## config.mk

```make
export PLATFORM = sky130hd
export DESIGN_NAME = axis_pattern_master
export DESIGN_NICKNAME = d
export VERILOG_FILES = /design/src/rtl/axis_pattern_pkg.sv /design/src/rtl/axis_pattern_pixel.sv /design/src/rtl/axis_pattern_master.sv
export SDC_FILE = /design/constraint.sdc
export NUM_CORES = 1
export LEC_CHECK = 0
export ABC_CLOCK_PERIOD_IN_PS = 6430
export BUFFER_PORTS_ARGS = -buffer_cell sky130_fd_sc_hd__buf_2
export CORE_MARGIN = 2
export CORE_UTILIZATION = 55
export DETAILED_ROUTE_END_ITERATION = 12
export PLACE_DENSITY_LB_ADDON = 0.05
export RECOVER_POWER = 25
export SLEW_MARGIN = 0
export SYNTH_ARGS = -nofsm -noshare
export SYNTH_HDL_FRONTEND = slang
export SYNTH_SLANG_ARGS = --single-unit
```

## constraint.sdc

```tcl
create_clock -name aclk -period 6.43 [get_ports aclk]
set_input_delay 0.3215 -clock aclk [delete_from_list [all_inputs] [get_ports aclk]]
set_output_delay 0.3215 -clock aclk [all_outputs]
set_load 0.02 [all_outputs]
```

## src/rtl/axis_pattern_pkg.sv

```systemverilog
// Shared constants for the AXI4-Stream test-pattern master: pattern selects,
// coordinate width and the frame FSM encoding.
package axis_pattern_pkg;

    // Wide enough for any H_ACTIVE/V_ACTIVE up to 4095.
    localparam int unsigned CoordW = 12;

    localparam logic [1:0] PAT_INCR  = 2'd0;
    localparam logic [1:0] PAT_BARS  = 2'd1;
    localparam logic [1:0] PAT_CHECK = 2'd2;
    localparam logic [1:0] PAT_RSVD  = 2'd3;

    typedef enum logic [1:0] {
        StIdle = 2'd0,
        StRun  = 2'd1,
        StDone = 2'd2
    } state_e;

endpackage

```

## src/rtl/axis_pattern_pixel.sv

```systemverilog
// Combinational pixel generator: maps (x, y, mode) to one tdata word.
// Mode 0 and the reserved mode give an incrementing index; 1 is colour bars; 2 is a checkerboard.
module axis_pattern_pixel
    import axis_pattern_pkg::*;
#(
    parameter int unsigned TDATA_WIDTH = 24,
    parameter int unsigned H_ACTIVE    = 640
) (
    input  logic [CoordW-1:0]      x,
    input  logic [CoordW-1:0]      y,
    input  logic [1:0]             mode,
    output logic [TDATA_WIDTH-1:0] tdata
);

    localparam int unsigned NumLanes = TDATA_WIDTH / 8;
    localparam logic [CoordW+2:0] HDiv = (CoordW + 3)'(H_ACTIVE);

    logic [TDATA_WIDTH-1:0] incr_data;
    logic [TDATA_WIDTH-1:0] bars_data;
    logic [TDATA_WIDTH-1:0] chk_data;
    logic [CoordW+2:0]      x_times8;
    logic [2:0]             bar;

    // Arithmetic modulo 2^TDATA_WIDTH equals truncating the full-width index.
    assign incr_data = TDATA_WIDTH'(y) * TDATA_WIDTH'(H_ACTIVE) + TDATA_WIDTH'(x);

    assign x_times8 = {x, 3'b000};
    assign bar      = 3'(x_times8 / HDiv);

    always_comb begin
        bars_data = '0;
        for (int k = 0; k < NumLanes; k++) begin
            bars_data[k*8 +: 8] = bar[2'(k % 3)] ? 8'hFF : 8'h00;
        end
    end

    assign chk_data = {TDATA_WIDTH{x[0] ^ y[0]}};

    always_comb begin
        case (mode)
            PAT_INCR:  tdata = incr_data;
            PAT_BARS:  tdata = bars_data;
            PAT_CHECK: tdata = chk_data;
            default:   tdata = incr_data;
        endcase
    end

endmodule

```

## src/rtl/axis_pattern_master.sv

```systemverilog
// AXI4-Stream video test-pattern master: emits H_ACTIVE x V_ACTIVE frames with
// tuser at start of frame and tlast at end of line, optionally stopping after NUM_FRAMES.
module axis_pattern_master
    import axis_pattern_pkg::*;
#(
    parameter int unsigned TDATA_WIDTH = 24,
    parameter int unsigned H_ACTIVE    = 640,
    parameter int unsigned V_ACTIVE    = 480,
    parameter int unsigned NUM_FRAMES  = 1
) (
    input  logic                     aclk,
    input  logic                     aresetn,
    input  logic                     enable,
    input  logic [1:0]               mode,
    output logic                     m_axis_tvalid,
    output logic [TDATA_WIDTH-1:0]   m_axis_tdata,
    output logic [TDATA_WIDTH/8-1:0] m_axis_tkeep,
    output logic                     m_axis_tlast,
    output logic                     m_axis_tuser,
    input  logic                     m_axis_tready,
    output logic                     done,
    output logic [15:0]              frame_cnt
);

    localparam int unsigned KeepW = TDATA_WIDTH / 8;
    localparam logic [CoordW-1:0] XLast = CoordW'(H_ACTIVE - 1);
    localparam logic [CoordW-1:0] YLast = CoordW'(V_ACTIVE - 1);

    state_e                 state_q, state_d;
    logic [CoordW-1:0]      x_q, x_d;
    logic [CoordW-1:0]      y_q, y_d;
    logic [1:0]             mode_q, mode_d;
    logic                   tvalid_q, tvalid_d;
    logic [TDATA_WIDTH-1:0] tdata_q, tdata_d;
    logic [KeepW-1:0]       tkeep_q, tkeep_d;
    logic                   tlast_q, tlast_d;
    logic                   tuser_q, tuser_d;
    logic                   done_q, done_d;
    logic [15:0]            frame_cnt_q, frame_cnt_d;

    logic                   load_beat;
    logic                   drop_beat;
    logic [TDATA_WIDTH-1:0] pix_data;

    // Pixel is computed for the coordinates being loaded, so the output register
    // always holds the beat currently on the bus.
    axis_pattern_pixel #(
        .TDATA_WIDTH(TDATA_WIDTH),
        .H_ACTIVE   (H_ACTIVE)
    ) u_pixel (
        .x    (x_d),
        .y    (y_d),
        .mode (mode_d),
        .tdata(pix_data)
    );

    always_comb begin
        state_d     = state_q;
        x_d         = x_q;
        y_d         = y_q;
        mode_d      = mode_q;
        tvalid_d    = tvalid_q;
        tdata_d     = tdata_q;
        tkeep_d     = tkeep_q;
        tlast_d     = tlast_q;
        tuser_d     = tuser_q;
        done_d      = done_q;
        frame_cnt_d = frame_cnt_q;
        load_beat   = 1'b0;
        drop_beat   = 1'b0;

        unique case (state_q)
            StIdle: begin
                if (enable) begin
                    state_d   = StRun;
                    x_d       = '0;
                    y_d       = '0;
                    mode_d    = mode;
                    load_beat = 1'b1;
                end
            end
            StRun: begin
                if (tvalid_q && m_axis_tready) begin
                    if (x_q != XLast) begin
                        x_d       = x_q + CoordW'(1);
                        load_beat = 1'b1;
                    end else if (y_q != YLast) begin
                        x_d       = '0;
                        y_d       = y_q + CoordW'(1);
                        load_beat = 1'b1;
                    end else begin
                        x_d = '0;
                        y_d = '0;
                        if (frame_cnt_q != 16'hFFFF) begin
                            frame_cnt_d = frame_cnt_q + 16'd1;
                        end
                        if (NUM_FRAMES != 0 && 32'(frame_cnt_d) == NUM_FRAMES) begin
                            state_d   = StDone;
                            done_d    = 1'b1;
                            drop_beat = 1'b1;
                        end else if (enable) begin
                            // Back-to-back frame: re-sample mode at the new frame start.
                            mode_d    = mode;
                            load_beat = 1'b1;
                        end else begin
                            state_d   = StIdle;
                            drop_beat = 1'b1;
                        end
                    end
                end
            end
            StDone: begin
                state_d = StDone;
            end
            default: begin
                state_d = StIdle;
            end
        endcase

        if (load_beat) begin
            tvalid_d = 1'b1;
            tdata_d  = pix_data;
            tkeep_d  = '1;
            tlast_d  = (x_d == XLast);
            tuser_d  = (x_d == '0) && (y_d == '0);
        end else if (drop_beat) begin
            tvalid_d = 1'b0;
            tdata_d  = '0;
            tkeep_d  = '0;
            tlast_d  = 1'b0;
            tuser_d  = 1'b0;
        end
    end

    always_ff @(posedge aclk or negedge aresetn) begin
        if (!aresetn) begin
            state_q     <= StIdle;
            x_q         <= '0;
            y_q         <= '0;
            mode_q      <= PAT_INCR;
            tvalid_q    <= 1'b0;
            tdata_q     <= '0;
            tkeep_q     <= '0;
            tlast_q     <= 1'b0;
            tuser_q     <= 1'b0;
            done_q      <= 1'b0;
            frame_cnt_q <= '0;
        end else begin
            state_q     <= state_d;
            x_q         <= x_d;
            y_q         <= y_d;
            mode_q      <= mode_d;
            tvalid_q    <= tvalid_d;
            tdata_q     <= tdata_d;
            tkeep_q     <= tkeep_d;
            tlast_q     <= tlast_d;
            tuser_q     <= tuser_d;
            done_q      <= done_d;
            frame_cnt_q <= frame_cnt_d;
        end
    end

    assign m_axis_tvalid = tvalid_q;
    assign m_axis_tdata  = tdata_q;
    assign m_axis_tkeep  = tkeep_q;
    assign m_axis_tlast  = tlast_q;
    assign m_axis_tuser  = tuser_q;
    assign done          = done_q;
    assign frame_cnt     = frame_cnt_q;

endmodule

```

== Word-level counts from Yosys, hierarchy flattened ==
Index checks and enable logic that the tools add are counted.

* $add $sub $neg: 4
* Multiply operators: 1
* Div/mod/pow operators: 1
* Equal/unequal tests: 14
* Muxes and demuxes: 50
* Bitwise logic cells: 3
* Reduce and logical (&&, ||, !) cells: 9

{| class="wikitable"
|+ Operator list
! cell !! number
|-
| 2-to-1 mux 12 bit || 7
|-
| 2-to-1 mux 16 bit || 5
|-
| 2-to-1 mux 24 bit || 2
|-
| case mux 12 bit (2 select lines) || 2
|-
| case mux 24 bit (2 select lines) || 1
|-
| adder 12 x 1 -> 12 bit, second input constant || 2
|-
| zero test 12 bit || 2
|-
| adder 22 x 12 -> 23 bit || 1
|-
| 2-to-1 mux 2 bit || 11
|-
| adder 16 x 1 -> 16 bit, second input constant || 1
|-
| equality test 16 x 1 -> 1 bit, second input constant || 1
|-
| 2-to-1 mux 8 bit || 2
|-
| inequality test 16 bit, second input constant || 1
|-
| divider 15 x 10 -> 15 bit, second input constant || 1
|-
| multiplier 12 x 3 -> 15 bit, second input constant || 1
|-
| 2-to-1 mux 1 bit || 15
|-
| equality test 12 x 10 -> 1 bit, second input constant || 1
|-
| inequality test 12 x 10 -> 1 bit, second input constant || 1
|-
| inequality test 12 x 9 -> 1 bit, second input constant || 1
|-
| AND reduction 5 bit || 2
|-
| inequality test 2 bit, second input constant || 4
|-
| 2-to-1 mux 3 bit || 2
|-
| case mux 2 bit (3 select lines) || 1
|-
| equality test 2 x 1 -> 1 bit, second input constant || 2
|-
| other kinds (10) || 13
|}

* Register bits: 75
* Input bits: 6
* Output and inout bits: 47
* Word-level logic and storage cells: 93

== Logic depth before layout (Yosys ltp) ==
Gate-level depths: netlist of the first run.

* Depth in word-level cells: 15
* Gate-level depth with buffers: 23
* Gate-level depth less buffers: 21

== By module ==
Synthesis of the first run repeated with hierarchy kept, for this count alone.

* Cell total of the unflattened synthesis: 771
* Area, all modules: 6449.9 um^2

{| class="wikitable"
|+ Modules (own cells, without submodules)
! module !! instances !! cells an instance !! area an instance (um^2) !! seq. area each (um^2)
|-
| axis_pattern_master || 1 || 454 || 4286.6 || 1801.7
|-
| axis_pattern_pixel || 1 || 317 || 2163.3 || 0.0
|}

== Worst setup path before layout of the first run ==
No wires, ideal clock.

* Path kind: reg2reg
* Start: reg y_q[5]
* End: reg tdata_q[19], in the netlist m_axis_tdata[19]
* Library setup time: 0.121 ns
* Data arrival time: 4.762 ns
* Data required time: 6.309 ns
* Slack: 1.547 ns
* Cell stages (with the launch flop): 20
* Path buffers: 1
* Period minus slack after synthesis: 4.883 ns
* Path through: dfrtp_1 > or4_1 > or4_1 > o21ai_1 > clkbuf_1 > o31ai_1 > ha_1 > ha_1 > inv_1 > fa_1 > inv_1 > ha_1 > nand2b_1 > a21oi_1 > nor4b_1 > nand4_1 > nor2_1 > a21o_1 > nand3_1 > a22o_1

* Word-level cells in the longest chain between the ends: 9
* Elaborated cells between the ends (all ways): 27
* Classes of those cells: add/sub: 2; mul: 1; eq/ne: 3; mux: 19; bitwise: 1; reduce/logical: 1

{| class="wikitable"
|+ RTL lines
! what !! line !! RTL
|-
| from (decl) || axis_pattern_master.sv:31 || <nowiki>logic [CoordW-1:0] y_q, y_d;</nowiki>
|-
| from (signal assigned) || axis_pattern_master.sv:151 || <nowiki>y_q <= y_d;</nowiki>
|-
| inequality test 12 x 9 -> 1 bit || axis_pattern_master.sv:87 || <nowiki>end else if (y_q != YLast) begin</nowiki>
|-
| 2-to-1 mux 12 bit || axis_pattern_master.sv:87 ||
|-
| 2-to-1 mux 12 bit || axis_pattern_master.sv:84 || <nowiki>if (x_q != XLast) begin</nowiki>
|-
| 2-to-1 mux 12 bit || axis_pattern_master.sv:83 || <nowiki>if (tvalid_q && m_axis_tready) begin</nowiki>
|-
| case mux 12 bit (2 select lines) || axis_pattern_master.sv:72 || <nowiki>unique case (state_q)</nowiki>
|-
| via u_pixel.y[3] || axis_pattern_pixel.sv:10 || <nowiki>input logic [CoordW-1:0] y,</nowiki>
|-
| multiplier 12 x 3 -> 15 bit || axis_pattern_pixel.sv:25 || <nowiki>assign incr_data = TDATA_WIDTH'(y) * TDATA_WIDTH'(H_ACTIVE) + TDATA_WIDTH'(x);</nowiki>
|-
| adder 22 x 12 -> 23 bit || axis_pattern_pixel.sv:25 ||
|-
| case mux 24 bit (2 select lines) || axis_pattern_pixel.sv:40 || <nowiki>case (mode)</nowiki>
|-
| 2-to-1 mux 24 bit || axis_pattern_master.sv:120 || <nowiki>if (load_beat) begin</nowiki>
|-
| to (signal assigned) || axis_pattern_master.sv:154 || <nowiki>tdata_q <= tdata_d;</nowiki>
|-
| to (decl) || axis_pattern_master.sv:34 || <nowiki>logic [TDATA_WIDTH-1:0] tdata_q, tdata_d;</nowiki>
|}

The timed path passes the listed nets, and every way through them passes these cells.
A chain may end at the register's enable or synchronous reset.

== Worst setup path after layout of the first run ==
* Start: reg y_q[9]
* End: reg tdata_q[19], in the netlist m_axis_tdata[19]

Same word-level chain as after synthesis.

==> results of run 1 <==
## area by class of cell
cell class	count	area, um^2	share of cell area, %
Clock buffer	13	169	2.65
Clock inverter	3	23.8	0.373
Inverter	29	109	1.71
Multi-Input combinational cell	562	3820	59.9
Sequential cell	72	1800	28.2
Tap cell	136	170	2.67
Timing Repair Buffer	56	287	4.49
## state kept, by name, indices dropped and copies added (netlist names)
register / count
m_axis_tdata: 24
frame_cnt: 16
x_q: 12
y_q: 12
mode_q: 2
state_q: 2
done: 1
m_axis_tkeep: 1
m_axis_tlast: 1
m_axis_tuser: 1
## report_power, final
group          total (mW)  internal, mW  switching (mW)
Clock               0.356         0.173           0.182
Combinational       0.734         0.235           0.499
Sequential          0.595         0.537          0.0580
Total                1.68         0.946           0.739
## through the flow
step	utilization (%)	area (um^2)
finish	61.3	6380
global route	61.3	6380
CTS	61.3	6380
detailed placement	59.4	6190
global placement	59.4	6190
floorplan	-	5930
## worst min path at each step
stage                     cells after the start                            to
after global routing                          2           mode_q[1]$_DFF_PN0_
after floorplan                               0              done$_DFFE_PN0P_
after global placement                        1              done$_DFFE_PN0P_
after CTS                                     2      frame_cnt[9]$_DFFE_PN0P_
after detailed placement                      1  m_axis_tdata[22]$_DFFE_PN0P_
final                                         2           mode_q[1]$_DFF_PN0_
## cells by family (layout without fill, tap and decap cells)
group	count (synthesis)	count (layout)	synth area share [%]
flip-flops	72	72	30.4
buffers and inverters	73	101	5.25
AO/OA/AOI/OAI	204	204	26.0
XOR/XNOR	32	32	4.72
AND/OR/NAND/NOR	284	284	24.8
adder cells (fa/ha/maj)	33	33	7.19
multiplexers	9	9	1.67
## worst max-delay path, cell delays in order, from the launching register on
cell      delay, ns
dfrtp_1        0.44
or4_1          0.52
or4_1          0.49
o21ai_1        0.82
nor2_1         0.11
o21ai_0        0.19
o31ai_1        0.15
ha_1           0.36
ha_1           0.17
inv_1          0.06
fa_1           0.48
inv_1          0.05
ha_1           0.30
nand2b_1       0.08
a21oi_1        0.21
nor4b_1        0.41
nand4_1        0.18
nor2_1         0.26
a21o_1         0.17
nand3_1        0.07
a22o_1         0.22
## layout by cell type, fill, tap and decap left out, drive strengths merged, types with 18 or more instances in the layout
| master | Yosys | layout |
|---|---|---|
| nor2 | 39 | 39 |
| ha | 30 | 30 |
| nand3 | 53 | 53 |
| o21ai | 47 | 47 |
| o31ai | 18 | 18 |
| dfrtp | 72 | 72 |
| nand2 | 77 | 77 |
| a21oi | 33 | 33 |
| inv | 28 | 29 |
| nand4 | 27 | 27 |
| xnor2 | 19 | 19 |
| buf | 17 | 55 |
| nor3 | 22 | 22 |
## layer usage
layer / part of all wire (%) / wire [um] / GRT usage, %
met5: 0 / 0 / 0
met4: 1.4 / 224 / 7.78
met3: 6.6 / 1030 / 4.84
met2: 46 / 7170 / 44.5
met1: 46 / 7150 / 38.5
==> impl_metrics.yaml, run 1 <==
pwr:
  ir_worst_vdd_mv: 0.233
  power_density_nw_per_um2: 264
  cellLeakagePower_nw: 2.94
  p_total_mw: 1.68
floorplanning:
  initial_core_util_pct: 57.0
  dieArea_um2: 11600
  fp.dieH_um: 108
  boundaryPins: 53
  fp.dieW_um: 108
  num_rows: 37
  coreArea_um2: 10400
clock_network:
  clock_sinks: 72
  clk_pin_slew_ns: 0.09
  post_cts_buffers: 0
  cts_root_buffer: "clkbuf_8"
  clk_latency_ns: 0.37
  numCtsBuffers: 9
  cts_max_level: 3
  clk_path_buf_depth: 2
  cts_resized: 0
  ctsHoldBuffers: 0
  tritoncts: "built"
finish:
  layout-drive-gt1-share_pct: 16.5
  layout.nets: 768
  antenna_cells: 0
  nFillCells: 913
  finalNonFillerCells: 871
  syn2layout_area_growth_pct: 7.53
run:
  cap_viol_max_count: 1
critical_path:
  worst_ep_required_time_ns: 6.69
  arrival_ns: 6.11
  rrSetupSlack_ns: 0.58
  cp-start-kind: "register"
  crit_path_end: "m_axis_tdata[19]$_DFFE_PN0P_"
  r2r-start: "y_q[9]$_DFF_PN0_"
  worst-path-max-fanout: 16
  rr_endpoint: "m_axis_tdata[19]$_DFFE_PN0P_"
  reg2reg_depth: 20
  startpoint: "y_q[9]$_DFF_PN0_"
  worstSetupPathType: "reg2reg"
  endpoint_kind: "register"
synthesis:
  yosys_warnings: 0
  synth_seq_area_share_pct: 30.4
  ys_types: 85
  synthTopCellsByArea: "dfrtp_1, ha_1, nand2_1"
  async_reset_ff_share_pct: 100
  synth_edf_count: 0
  syn_area_um2: 5930
  syn-mean-instance-area_um2: 8.39
  yosysMostFrequentCell: "nand2_1"
  synthCells: 707
  synth_top_area_share_pct: 30.4
  yosysTopAreaCell: "dfrtp_1"
  ys_ff_latch: 72
  syn_nets: 745
  synth_flop_cell: "dfrtp_1"
  ys_top_cells_by_count: "nand2_1, dfrtp_1, nand3_1, o21ai_0, nor2_1"
placed_design:
  place_congestion: 0.901
  pre_cts_slack_ns: 0.609
  port_buffers: 52
  dpl.cell_count: 855
  place_hpwl_mm: 11.2
sta:
  hold_ws_ns: 0.236
  tightestPinTransition_ns: 3.82
  fin_crit_sh_pct: 90.9
  layout_setup_ws_ns: 0.585
  tns_ns: 0
  max_clock_freq_mhz: 171
  finalSetupViolCount: 0
  relSlewSlack_pct: -154
  final_hold_viol_count: 0
  fin_crit_ns: 5.85
  rsz0062_at_grt: "no"
  finalClockSkew_ns: 0.0140
  drv_slew: 73
grt:
  grt_remaining_overflow: 0
  grt_max_degree: 73
  grt_pass1_wl_mm: 26.0
  grt_usage_pct: 27.7
  grt_pass1_vias: 5325
  antenna_found_initial: 0
outcome:
  status: "complete, but fails checks"
  violations: "max-capacitance violations, max-slew violations"
drt:
  vias: 5710
  firstDrtPassIters: 5
  wirelength_mm: 15.6
  routedWlPerCell_um: 17.9
  ant_nets: 0
  first_iter_violations: 464
  viasPerCell: 6.56
  drc: 0
worst_hold_path:
  hp-class: "in2reg"
  worstHoldStart: "mode[1]"
(Power assumes the default switching activity.)
==> run 2, diff against run 1 <==
--- a/config.mk
+++ b/config.mk
@@ -5,6 +5,7 @@
 export SDC_FILE = /design/constraint.sdc
 export NUM_CORES = 1
 export LEC_CHECK = 0
+export ABC_AREA = 1
 export ABC_CLOCK_PERIOD_IN_PS = 6430
 export BUFFER_PORTS_ARGS = -buffer_cell sky130_fd_sc_hd__buf_2
 export CORE_MARGIN = 2
==> impl_metrics.yaml, run 2 <==
pwr:
  clkPwrFrac_pct: 22.0
  power.switching_mw: 0.856
  power_density_nw_per_um2: 317
  switching_share_pct: 44.9
  p_int_mw: 1.05
  ir_worst_vdd_mv: 0.261
  p_seq_share_pct: 32.2
  combPwrFrac_pct: 45.8
  cellLeakagePower_nw: 3.06
sta:
  max_clock_freq_mhz: 188
  fin_crit_sh_pct: 82.7
  finalClockSkew_ns: 0.0142
  final_hold_viol_count: 0
  tns_ns: 0
  rsz0062_at_grt: "no"
  tightestPinTransition_ns: 3.87
  finalSetupViolCount: 0
  drv_slew: 73
  relSlewSlack_pct: -158
  fin_crit_ns: 5.32
finish:
  layout.nets: 854
  mostFrequentLayoutCell: "nand2_1"
  layout-drive-gt1-share_pct: 14.0
  syn2layout_area_growth_pct: 11.1
  antenna_cells: 0
  final_cell_mix: "nand2_1, inv_1, dfrtp_1"
  largest_reg_flops: 24
  final_area_um2: 6010
drt:
  drc: 0
  viasPerCell: 5.37
  wirelength_mm: 13.2
  firstDrtPassIters: 5
  routedWlPerCell_um: 13.8
  ant_nets: 0
  first_iter_violations: 253
  vias: 5124
critical_path:
  worst-path-max-fanout: 7
  cp_top_family: "simple AND/OR/NAND/NOR gates"
  critPathBufInv: 13
  startpoint: "y_q[0]$_DFF_PN0_"
  worstSetupPathType: "reg2reg"
  cp_slowest_cell: "fa_1"
  cp-start-kind: "register"
  endpoint_kind: "register"
  worst_ep_required_time_ns: 6.69
  critPathMaxStageDelay_ns: 0.47
  arrival_ns: 5.57
  crit_top_cell: "inv_1"
  r2r-start: "y_q[0]$_DFF_PN0_"
floorplanning:
  initial_core_util_pct: 55.9
  fp.dieH_um: 103
  dieArea_um2: 10700
  fp.dieW_um: 103
  coreArea_um2: 9680
  boundaryPins: 53
  num_rows: 36
clock_network:
  numCtsBuffers: 9
  clk_latency_ns: 0.36
  cts_root_buffer: "clkbuf_8"
  clock_sinks: 72
  clk_pin_slew_ns: 0.09
  ctsHoldBuffers: 0
  tritoncts: "built"
  clk_path_buf_depth: 2
  post_cts_buffers: 0
  cts_resized: 0
  cts_max_level: 3
synthesis:
  synth_edf_count: 0
  syn-mean-instance-area_um2: 7.08
  synth_top_area_share_pct: 33.3
  yosys_warnings: 0
  syn_area_um2: 5410
  synthCells: 764
  synth_flop_cell: "dfrtp_1"
  ys_types: 49
  yosysMostFrequentCell: "nand2_1"
  syn_nets: 802
  ys_ff_latch: 72
  synthTopCellsByArea: "dfrtp_1, nand2_1, inv_1"
  async_reset_ff_share_pct: 100
  ys_top_cells_by_count: "nand2_1, inv_1, dfrtp_1, nor2_1, o21ai_0"
  synth_seq_area_share_pct: 33.3
  yosysTopAreaCell: "dfrtp_1"
grt:
  grt_usage_pct: 26.6
  grt_pass1_wl_mm: 22.3
  antenna_found_initial: 0
  grt_pass1_vias: 4795
  grt_remaining_overflow: 0
  grt_max_degree: 73
placed_design:
  postPlaceCellArea_um2: 5790
  place_hpwl_mm: 10.1
  port_buffers: 52
  place_congestion: 0.908
outcome:
  violations: "max-capacitance violations, max-slew violations"
  status: "complete, but fails checks"
worst_hold_path:
  hp-class: "in2reg"
  worstHoldStart: "enable"
run:
  cap_viol_max_count: 1
run 2: changes by cell type in the layout (fill, tap and decap cells not counted), sizes merged, moves of 13 or more:
| cell | before | now |
|---|---|---|
| nand4 | 27 | 12 |
| nor2 | 39 | 75 |
| xnor2 | 19 | 5 |
| nand2 | 77 | 212 |
| o31ai | 18 | 4 |
| a31oi | 15 | 2 |
| inv | 29 | 123 |
run 2: worst min-delay path, delay by kind of cell:
family | cells | cell delay (ns)
buffers and inverters | 1 | 0.13
AND/OR/NAND/NOR | 4 | 0.27
run 2: logic make-up (layout without fill, tap and decap cells):
kind of cell	Yosys count	after routing	share of synthesized area [%]
flip-flops	72	72	33.3
adder cells (fa/ha/maj)	32	32	7.67
multiplexers	1	1	0.185
AND/OR/NAND/NOR	377	377	31.5
XOR/XNOR	27	27	4.37
AO/OA/AOI/OAI	119	119	13.1
buffers and inverters	136	193	9.87
run 2: final cells by class:
type / count / area (um^2)
fillers: 908 / 3670
multi-input cells: 556 / 3080
flip-flops and latches: 72 / 1800
inverters: 122 / 458
repair buffers: 55 / 279
well taps: 133 / 166
clock buffers: 9 / 124
clock inverters: 7 / 104
run 2: power by group through the flow:
stage          combinational [mW]  sequential (mW)  clock (mW)
2_1_floorplan               0.574            0.694           0
3_3_place_gp                0.870            0.618           0
3_5_place_dp                0.879            0.620           0
4_1_cts                     0.882            0.613       0.426
5_1_grt                     0.994            0.625       0.440
6_report                    0.874            0.614       0.420
run 2: layer usage:
metal  up-vias  share of wire [%]  GRT usage [%]
li1       2569                  -              -
met1      2395                 46           35.6
met2       140                 48           44.9
met3        20                4.7           4.37
met4         0                1.6           7.09
met5         -                  0              0
run 2: final timing paths:
path                                                end  slack [ns]  cells past startpoint
max reg2reg                m_axis_tdata[20]$_DFFE_PN0P_        1.11                     35
min                              state_q[0]$_DFFE_PN0P_        0.39                      5
max in group asynchronous   m_axis_tdata[0]$_DFFE_PN0P_        2.85                      2
max                        m_axis_tdata[20]$_DFFE_PN0P_        1.11                     35
min in group asynchronous      frame_cnt[8]$_DFFE_PN0P_        1.39                      2
min reg2reg                            done$_DFFE_PN0P_        0.47                      2
run 2: per-stage QoR:
stage	setup WS, ns	util [%]	power, mW	instances	hold WS (ns)
6_report	1.11	62.1	1.91	954	0.393
5_1_grt	0.447	62.1	2.06	954	0.436
4_1_cts	1.20	62.1	1.92	954	0.217
3_5_place_dp	1.21	59.8	1.50	938	0.451
3_3_place_gp	1.34	59.8	1.49	938	0.448
2_1_floorplan	1.75	-	1.27	764	0.0259
==> run 3, diff against run 2 <==
--- a/config.mk
+++ b/config.mk
@@ -6,7 +6,7 @@
 export NUM_CORES = 1
 export LEC_CHECK = 0
 export ABC_AREA = 1
-export ABC_CLOCK_PERIOD_IN_PS = 6430
+export ABC_CLOCK_PERIOD_IN_PS = 4800
 export BUFFER_PORTS_ARGS = -buffer_cell sky130_fd_sc_hd__buf_2
 export CORE_MARGIN = 2
 export CORE_UTILIZATION = 55
==> constraint.sdc (replaced) <==
create_clock -name aclk -period 4.8 [get_ports aclk]
set_input_delay 0.24 -clock aclk [delete_from_list [all_inputs] [get_ports aclk]]
set_output_delay 0.24 -clock aclk [all_outputs]
set_load 0.02 [all_outputs]
==> impl_metrics.yaml, run 3 (same netlist as run 2, synthesis figures left out) <==
floorplanning:
  num_rows: 36
  initial_core_util_pct: 55.9
  fp.dieW_um: 103
  fp.dieH_um: 103
  boundaryPins: 53
  coreArea_um2: 9680
  dieArea_um2: 10700
finish:
  largest_reg_flops: 24
  post-route-util_pct: 64.8
  final_cell_mix: "nand2_1, inv_1, dfrtp_1"
  antenna_cells: 0
  syn2layout_area_growth_pct: 15.9
  mostFrequentLayoutCell: "nand2_1"
  layout-drive-gt1-share_pct: 18.7
  layout.nets: 878
pwr:
  ir_worst_vdd_mv: 0.332
  power_density_nw_per_um2: 417
  p_total_mw: 2.61
  cellLeakagePower_nw: 3.20
worst_hold_path:
  worstHoldStart: "enable"
  hp-class: "in2reg"
grt:
  grt_max_degree: 73
  grt_pass1_wl_mm: 21.8
  grt_use_met1_pct: 33.3
  grt_pass1_vias: 4909
  antenna_found_initial: 0
  met2_usage_pct: 44.0
  top_usage_layer: "met2"
  grt.met3_usage_pct: 3.97
  grt_remaining_overflow: 0
  grt_usage_pct: 26.0
clock_network:
  cts_max_level: 3
  clock_sinks: 72
  numCtsBuffers: 9
  tritoncts: "built"
  cts_root_buffer: "clkbuf_8"
  clk_latency_ns: 0.36
  clk_pin_slew_ns: 0.08
  ctsHoldBuffers: 0
  clk_path_buf_depth: 2
critical_path:
  cp-start-kind: "register"
  crit_path_end: "m_axis_tdata[20]$_DFFE_PN0P_"
  rrSetupSlack_ns: 0.21
  r2r-start: "y_q[11]$_DFF_PN0_"
  cp_slowest_cell: "dfrtp_1"
  startpoint: "y_q[11]$_DFF_PN0_"
  rr_endpoint: "m_axis_tdata[20]$_DFFE_PN0P_"
  endpoint_kind: "register"
  worst_ep_required_time_ns: 5.06
  worstSetupPathType: "reg2reg"
  critPathMaxStageDelay_ns: 0.44
  reg2reg_depth: 25
  worst-path-max-fanout: 4
  arrival_ns: 4.85
drt:
  drc: 0
  vias: 5229
  viasPerCell: 5.35
  wirelength_mm: 13.3
  routedWlPerCell_um: 13.6
  firstDrtPassIters: 5
  first_iter_violations: 222
  ant_nets: 0
outcome:
  status: "complete, but fails checks"
  violations: "max-capacitance violations, max-slew violations"
sta:
  final_hold_viol_count: 0
  tightestPinTransition_ns: 3.88
  finalClockSkew_ns: 0.0111
  finalSetupViolCount: 0
  max_clock_freq_mhz: 218
  drv_slew: 73
  relSlewSlack_pct: -158
  rsz0062_at_grt: "yes"
  fin_crit_sh_pct: 95.6
  fin_crit_ns: 4.59
  tns_ns: 0
  layout_setup_ws_ns: 0.212
placed_design:
  place_congestion: 0.913
  place_hpwl_mm: 10.1
  port_buffers: 52
  pre_cts_slack_ns: -0.191
run:
  cap_viol_max_count: 1
run 3: changes by cell type in the layout (fill, tap and decap cells not counted), moves of 3 or more:
cell | before | now
nor3_1 | 18 | 15
nor3_2 | 1 | 4
buf_4 | 2 | 26
nor2_1 | 71 | 65
nor2_2 | 3 | 9
o21ai_1 | 7 | 10
o21ai_0 | 47 | 43
run 3: critical path: cells and delay by family (launching register included):
kind            cells  cell delay [ns]
simple gates        8             1.16
flops               1             0.44
xor+xnor            2             0.39
buf+inv             3             0.34
compound gates     10             1.54
fa+ha+maj           2             0.60
run 3: final cells by class:
type / count / area (um^2)
Clock inverter: 5 / 81.3
Inverter: 122 / 458
Multi-Input combinational cell: 556 / 3170
Sequential cell: 72 / 1800
Timing Repair Buffer: 79 / 459
Fill cell: 914 / 3410
Clock buffer: 11 / 131
Tap cell: 133 / 166
run 3: worst min-delay path by stage:
stage	slack, ns	end	depth (start not counted)
final	0.30	state_q[0]$_DFFE_PN0P_	5
after global routing	0.30	state_q[0]$_DFFE_PN0P_	5
after CTS	0.12	frame_cnt[9]$_DFFE_PN0P_	2
after detailed placement	0.46	done$_DFFE_PN0P_	2
after global placement	0.45	done$_DFFE_PN0P_	2
after floorplan	-0.06	done$_DFFE_PN0P_	0
run 3: repair_timing:
item | in CTS | in global routing
endpoints found under the setup margin | 2 | 8
pin swaps | 0 | 13
setup buffers | 0 | 5
gates resized for setup | 3 | 24
run 3: per-stage QoR:
step / cells / hold slack [ns] / area, um^2
after floorplan: 764 / -0.0556 / 5410
after global placement: 957 / 0.447 / 5930
after detailed placement: 957 / 0.455 / 5930
after CTS: 973 / 0.123 / 6150
after global routing: 978 / 0.305 / 6270
final: 978 / 0.297 / 6270
run 3: per-layer routing:
metal | wire [um] | vias up | part of all wire, %
li1 | - | 2634 | -
met1 | 5930 | 2470 | 45
met2 | 6520 | 102 | 49
met3 | 536 | 23 | 4.0
met4 | 289 | 0 | 2.2
met5 | 0 | - | 0
run 3: where the power goes:
| group | switching, mW | leakage [nW] | internal (mW) | total [mW] |
|---|---|---|---|---|
| combinational | 0.841 | 2.16 | 0.415 | 1.26 |
| clock | 0.244 | 0.104 | 0.293 | 0.537 |
| sequential | 0.0812 | 0.939 | 0.740 | 0.821 |
| total | 1.17 | 3.20 | 1.45 | 2.61 |
